--- src/rtl/sisc_fetch.sv ---
// sisc_fetch: SISC instruction fetch stage.
// Holds the PC, fetches 32-bit words over a req/ack handshake, and presents
// the registered instruction (ir/ir_valid/pc_out) to the execute datapath.
// Ports: clk, rst_f (sync, active-low); next/br_taken/br_abs/br_imm from
// ctrl; imem_addr/imem_req/imem_ack/imem_rdata to instruction memory;
// ir/ir_valid/pc_out to execute.
// Option: SISC_FETCH_PREFETCH_EN adds a one-entry prefetch buffer.
module sisc_fetch #(
  parameter int              PC_W     = 16,
  parameter logic [PC_W-1:0] RESET_PC = '0
) (
  input  logic            clk,
  input  logic            rst_f,
  input  logic            next,
  input  logic            br_taken,
  input  logic            br_abs,
  input  logic [15:0]     br_imm,
  output logic [PC_W-1:0] imem_addr,
  output logic            imem_req,
  input  logic            imem_ack,
  input  logic [31:0]     imem_rdata,
  output logic [31:0]     ir,
  output logic            ir_valid,
  output logic [PC_W-1:0] pc_out
);

`ifdef SISC_FETCH_PREFETCH_EN
  localparam bit PF_EN = 1'b1;
`else
  localparam bit PF_EN = 1'b0;
`endif

  typedef enum logic [1:0] {
    S_RST,
    S_REQ,
    S_FULL
  } state_t;

  state_t          state_q, state_d;
  logic [PC_W-1:0] pc_q, pc_d;
  logic [31:0]     ir_q, ir_d;
  logic            ir_valid_q, ir_valid_d;
  logic [PC_W-1:0] pc_out_q, pc_out_d;
  logic            pf_valid_q, pf_valid_d;
  logic [31:0]     pf_data_q, pf_data_d;
  logic            drop_q, drop_d;
  logic [PC_W-1:0] drop_addr_q, drop_addr_d;

  logic [PC_W+15:0] sx_w;
  logic [PC_W+15:0] zx_w;
  logic [PC_W-1:0]  pc_inc;
  logic [PC_W-1:0]  br_tgt;
  logic [PC_W-1:0]  next_pc;
  logic             take;
  logic             pf_hit;

  // Immediate widened to at least PC_W bits, then cut to PC_W.
  assign sx_w    = {{PC_W{br_imm[15]}}, br_imm};
  assign zx_w    = {{PC_W{1'b0}}, br_imm};
  assign pc_inc  = pc_q + PC_W'(1);
  assign br_tgt  = br_abs ? zx_w[PC_W-1:0]
                          : pc_inc + sx_w[PC_W-1:0];
  assign next_pc = br_taken ? br_tgt : pc_inc;
  assign take    = next & ir_valid_q;

  always_comb begin
    state_d     = state_q;
    pc_d        = pc_q;
    ir_d        = ir_q;
    ir_valid_d  = ir_valid_q;
    pc_out_d    = pc_out_q;
    pf_valid_d  = pf_valid_q;
    pf_data_d   = pf_data_q;
    drop_d      = drop_q;
    drop_addr_d = drop_addr_q;
    imem_req    = 1'b0;
    imem_addr   = pc_q;
    pf_hit      = 1'b0;
    unique case (state_q)
      S_RST: begin
        state_d = S_REQ;
      end
      S_REQ: begin
        imem_req = 1'b1;
        // Finish an abandoned prefetch before issuing the target.
        if (drop_q) imem_addr = drop_addr_q;
        if (imem_ack) begin
          if (drop_q) begin
            drop_d = 1'b0;
          end else begin
            ir_d       = imem_rdata;
            ir_valid_d = 1'b1;
            pc_out_d   = pc_q;
            state_d    = S_FULL;
          end
        end
      end
      S_FULL: begin
        imem_req = PF_EN && !pf_valid_q;
        if (PF_EN) imem_addr = pc_inc;
        pf_hit = imem_req && imem_ack;
        if (take) begin
          pc_d       = next_pc;
          pf_valid_d = 1'b0;
          if (!br_taken && pf_valid_q) begin
            ir_d     = pf_data_q;
            pc_out_d = pc_inc;
          end else if (!br_taken && pf_hit) begin
            ir_d     = imem_rdata;
            pc_out_d = pc_inc;
          end else begin
            ir_valid_d = 1'b0;
            state_d    = S_REQ;
            // Sequential case keeps the same address on the bus; a branch
            // must drain the outstanding fetch first.
            if (br_taken && imem_req && !imem_ack) begin
              drop_d      = 1'b1;
              drop_addr_d = pc_inc;
            end
          end
        end else if (pf_hit) begin
          pf_data_d  = imem_rdata;
          pf_valid_d = 1'b1;
        end
      end
      default: begin
        state_d = S_RST;
      end
    endcase
  end

  always_ff @(posedge clk) begin
    if (!rst_f) begin
      state_q     <= S_RST;
      pc_q        <= RESET_PC;
      ir_q        <= '0;
      ir_valid_q  <= 1'b0;
      pc_out_q    <= RESET_PC;
      pf_valid_q  <= 1'b0;
      pf_data_q   <= '0;
      drop_q      <= 1'b0;
      drop_addr_q <= RESET_PC;
    end else begin
      state_q     <= state_d;
      pc_q        <= pc_d;
      ir_q        <= ir_d;
      ir_valid_q  <= ir_valid_d;
      pc_out_q    <= pc_out_d;
      pf_valid_q  <= pf_valid_d;
      pf_data_q   <= pf_data_d;
      drop_q      <= drop_d;
      drop_addr_q <= drop_addr_d;
    end
  end

  assign ir       = ir_q;
  assign ir_valid = ir_valid_q;
  assign pc_out   = pc_out_q;

endmodule

--- config.mk ---
export PLATFORM = sky130hd
export DESIGN_NAME = sisc_fetch
export DESIGN_NICKNAME = d
export VERILOG_FILES = /design/src/rtl/sisc_fetch.sv
export SDC_FILE = /design/constraint.sdc
export NUM_CORES = 1
export LEC_CHECK = 0
export CORE_UTILIZATION = 49
export CTS_BUF_LIST = sky130_fd_sc_hd__clkbuf_8
export CTS_CLUSTER_SIZE = 10
export DETAILED_ROUTE_END_ITERATION = 6
export PLACE_DENSITY = 0.82
export SYNTH_ARGS = -nofsm -noshare
export SYNTH_HDL_FRONTEND = slang
export SYNTH_SLANG_ARGS = --single-unit
--- constraint.sdc ---
create_clock -name clk -period 4 [get_ports clk]
set_clock_uncertainty 0.2 [all_clocks]
set_input_delay 0.8 -clock clk [delete_from_list [all_inputs] [get_ports clk]]
set_output_delay 0.8 -clock clk [all_outputs]
set_load 0.005 [all_outputs]
==> summary.txt <==
FLOORPLAN
------------------------------------------------------------------------------------------
Number of core rows                                                                     32
Area of the core                                                                 7810 um^2
Die outline width                                                                  92.4 um
Overall die area                                                                 8530 um^2
Initial standard-cell utilization of the core                                        0.513
Y dimension of the die                                                             92.4 um
Boundary pin count                                                                     120

GLOBAL ROUTE
------------------------------------------------------------------------------------------
Total global-route track usage                                                       0.260
Grt ovf                                                                                  0
Maximum number of pins on one net before global-route repair                            51
Wire length of the first global-routing pass                                       17.9 mm
Number of global-route vias before repair                                            3,725
Number of antenna violations at the first check in global routing                        0

PLACEMENT
------------------------------------------------------------------------------------------
Count of input and output buffers                                                      119
Routability congestion estimate                                                      0.960
Number of cells in the design after placement                                          706
Area of placed instances                                                         5270 um^2
Final HPWL DP                                                                      8.07 mm

POWER AND IR DROP
------------------------------------------------------------------------------------------
Peak supply drop                                                                    151 uV
Portion of total power attributed to sequential cells                                0.461
Total power after layout                                                           1520 uW
Leakage                                                                         0.00205 uW
Power share of the combinational group                                               0.151
Sw Share                                                                             0.245
Pwr per Cell Area                                                              277 nW/um^2
Net switching power figure                                                          371 uW
Clock power share                                                                    0.388
Internal power of the cells                                                        1150 uW

CRITICAL PATH
------------------------------------------------------------------------------------------
Kind of launch point of the worst setup path                                     flip-flop
Largest driver fanout on the critical path                                               8
Data arrival, critical path                                                        3.63 ns
Critical Path Source                                                          pc_q[1]$_SDFFE_PN0P_
Internal reg-to-reg setup slack                                                    0.44 ns
Data required time at the worst endpoint                                           4.07 ns
Category of the worst setup path capture point                                   flip-flop
Critical register-to-register path startpoint                                 pc_q[1]$_SDFFE_PN0P_
Worst Setup Path Type                                                         flip-flop to flip-flop

YOSYS
------------------------------------------------------------------------------------------
Leading register cell type out of synthesis                                        dfxtp_1
Average instance area after synthesis                                            7.88 um^2
Largest cells by area after synthesis                                         dfxtp_1 34%, nand2_1 11%, a21boi_0 9.9%, ha_1 6.3%, o21ai_0 3.0%
Count of warnings emitted by yosys                                                       0
Largest area contributor in the synthesized netlist                                dfxtp_1
Unique masters post-synth                                                               61
Synthesized netlist cell count                                                         508
Share of flip-flops with an asynchronous set or reset                                    0
Area share of the largest cell type after synthesis                                  0.335
Post-synth net total                                                                   583
Share of synthesized area occupied by flip-flops and latches                         0.335
Flip-flop and latch count after synthesis                                               67
Most used standard cells in the synthesized netlist                           119 x nand2_1, 67 x dfxtp_1, 53 x a21boi_0
Post-synth EDFFs                                                                         0
Post-synthesis instance area                                                     4000 um^2
Most instantiated library cell after synthesis                                     nand2_1

CLOCKING
------------------------------------------------------------------------------------------
Number of buffers inserted by post-CTS setup repair                                      0
Resize count post-CTS                                                                    0
Clock H-tree levels                                                                      3
Clock edge transition at the registers on the reported setup and hold paths        0.07 ns
Clock net sink count                                                                    67
Clk Tree Root Cell                                                                clkbuf_8
Max Root-Sink Buffers                                                                    2
Clock insertion delay at the later pin of the skew report                          0.34 ns
Clock buffer count from CTS                                                              9
Post-cts hold buffer count                                                               0
CTS tree                                                                               yes

CELLS AND AREA
------------------------------------------------------------------------------------------
Util after Layout                                                                    0.702
Layout Area Growth over Synthesis                                                    36.9%
Final design area excluding fillers                                              5480 um^2
Fill count                                                                             636
Net count, final                                                                       690
Share of cells above drive strength 1                                               0.0677
Count of inserted antenna diode cells                                                    0
Non-filler instance count after layout                                                 722

STA
------------------------------------------------------------------------------------------
Setup repair after global routing missed its margin                                  false
Time the final worst path needs with I/O delays and setup                          3.56 ns
Transition time at the pin with the least slew margin                             0.899 ns
Accumulated negative setup slack                                                      0 ns
Count of endpoints failing hold in the final timing report                               0
Final worst path period share                                                        0.890
Total setup violations reported at the end of the flow                                   0
Maximum clock frequency                                                            281 MHz
Final max-slew violation count                                                           0
Remaining max-slew budget at the tightest pin                                        0.400

DRT
------------------------------------------------------------------------------------------
Detailed-route vias per instance                                                      5.53
DRT iter0 DRCs                                                                         170
TritonRoute pass-1 iters                                                                 5
Routed WL                                                                          11.0 mm
Routed via count                                                                     3,994
Remaining design rule violation count                                                    0
Drt wl/cell                                                                        15.2 um
Remaining antenna violation count                                                        0

WORST HOLD PATH
------------------------------------------------------------------------------------------
Hold/Removal Path Class                                                       flip-flop to flip-flop
Worst min-delay path startpoint                                               pc_out[6]$_SDFFE_PN0P_

RUN
------------------------------------------------------------------------------------------
Total of max-cap violations                                                              0

STATUS
------------------------------------------------------------------------------------------
Outcome                                                                       complete, no violations

-- final cells by class --
cell class / instances / area (um^2) / area share
clock inverters: 4 / 47.5 / 0.00868
inverters: 11 / 41.3 / 0.00754
multi-input cells: 398 / 2500 / 0.457
flip-flops and latches: 67 / 1340 / 0.245
repair buffers: 128 / 1250 / 0.229
clock buffers: 12 / 165 / 0.0301
well taps: 102 / 128 / 0.0233
-- worst max-delay path, cell delays in order, from the launching register on --
cell and delay [ns]:
dfxtp_1 0.48, ha_1 0.31, nand3_2 0.23, nor3_2 0.29
and3_1 0.23, xor2_2 0.16, ha_1 0.32, a21oi_1 0.16
o21ai_0 0.08, a221o_1 0.37, o211a_1 0.22, or3_1 0.38
o211ai_2 0.06
-- cells by family after synthesis --
logic type / count (synthesis) / synth area share
buffers and inverters: 43 / 0.0416
adder cells (fa/ha/maj): 21 / 0.0675
AND/OR/NAND/NOR: 206 / 0.247
multiplexers: 5 / 0.0125
XOR/XNOR: 18 / 0.0413
AO/OA/AOI/OAI: 148 / 0.255
flip-flops: 67 / 0.335
-- cell usage in the layout (no fill, tap or decap), types with 2 or more instances in the layout --
| cell | count |
|---|---|
| dfxtp_1 | 67 |
| clkbuf_8 | 12 |
| or2_2 | 2 |
| nor2_1 | 23 |
| o211ai_1 | 7 |
| inv_1 | 11 |
| a21boi_0 | 53 |
| nand2b_1 | 3 |
| nand3_1 | 12 |
| nand4b_1 | 2 |
| clkdlybuf4s50_1 | 118 |
| mux2i_1 | 5 |
| and2_1 | 4 |
| a31o_2 | 2 |
| nor3_2 | 2 |
| o21a_1 | 4 |
| o221ai_1 | 2 |
| a21o_1 | 2 |
| nand4_4 | 2 |
| a22oi_1 | 2 |
| o31ai_1 | 4 |
| buf_4 | 9 |
| a221o_1 | 3 |
| a211oi_1 | 3 |
| o21ai_0 | 24 |
| nand4_1 | 2 |
| o22ai_1 | 2 |
| nor2b_1 | 5 |
| nor3_1 | 8 |
| nor4_1 | 3 |
| or3_1 | 3 |
| ha_1 | 20 |
| xnor2_1 | 10 |
| a31oi_1 | 6 |
| and3_1 | 6 |
| xor2_1 | 7 |
| a21oi_1 | 22 |
| nand2_1 | 119 |
| clkinv_2 | 2 |
-- routing by layer --
metal	wire (um)	part of all wire	global-route usage
met1	4970	0.45	0.340
met2	5070	0.46	0.432
met3	856	0.078	0.0575
met4	82	0.0075	0.0664
met5	0	0	0
-- power by group through the flow --
stage	clock network (uW)	registers, uW	logic, uW
finish	589	699	229
global route	629	701	251
CTS	597	699	229
detailed placement	0	714	227
global placement	0	713	224
floorplan	0	714	106
-- path summary, 6_finish.rpt --
path                                                to  cells past startpoint
worst max-delay path             pc_q[15]$_SDFFE_PN0P_                     12
worst min register to register  pc_out[6]$_SDFFE_PN0P_                      2
worst max register to register   pc_q[15]$_SDFFE_PN0P_                     12
worst min-delay path            pc_out[6]$_SDFFE_PN0P_                      2
-- stage by stage --
stage / setup WS [ns] / hold slack [ns]
2_1_floorplan: 0.721 / 0.260
3_3_place_gp: 0.579 / 0.249
3_5_place_dp: 0.463 / 0.256
4_1_cts: 0.448 / 0.267
5_1_grt: 0.184 / 0.287
6_report: 0.440 / 0.262
-- state kept, by name (all words and copies together), names as in the netlist --
| register | cells |
|---|---|
| ir | 32 |
| ir_valid | 1 |
| pc_out | 16 |
| pc_q | 16 |
| state_q | 2 |
No activity file was read; power rests on OpenSTA's default activity.
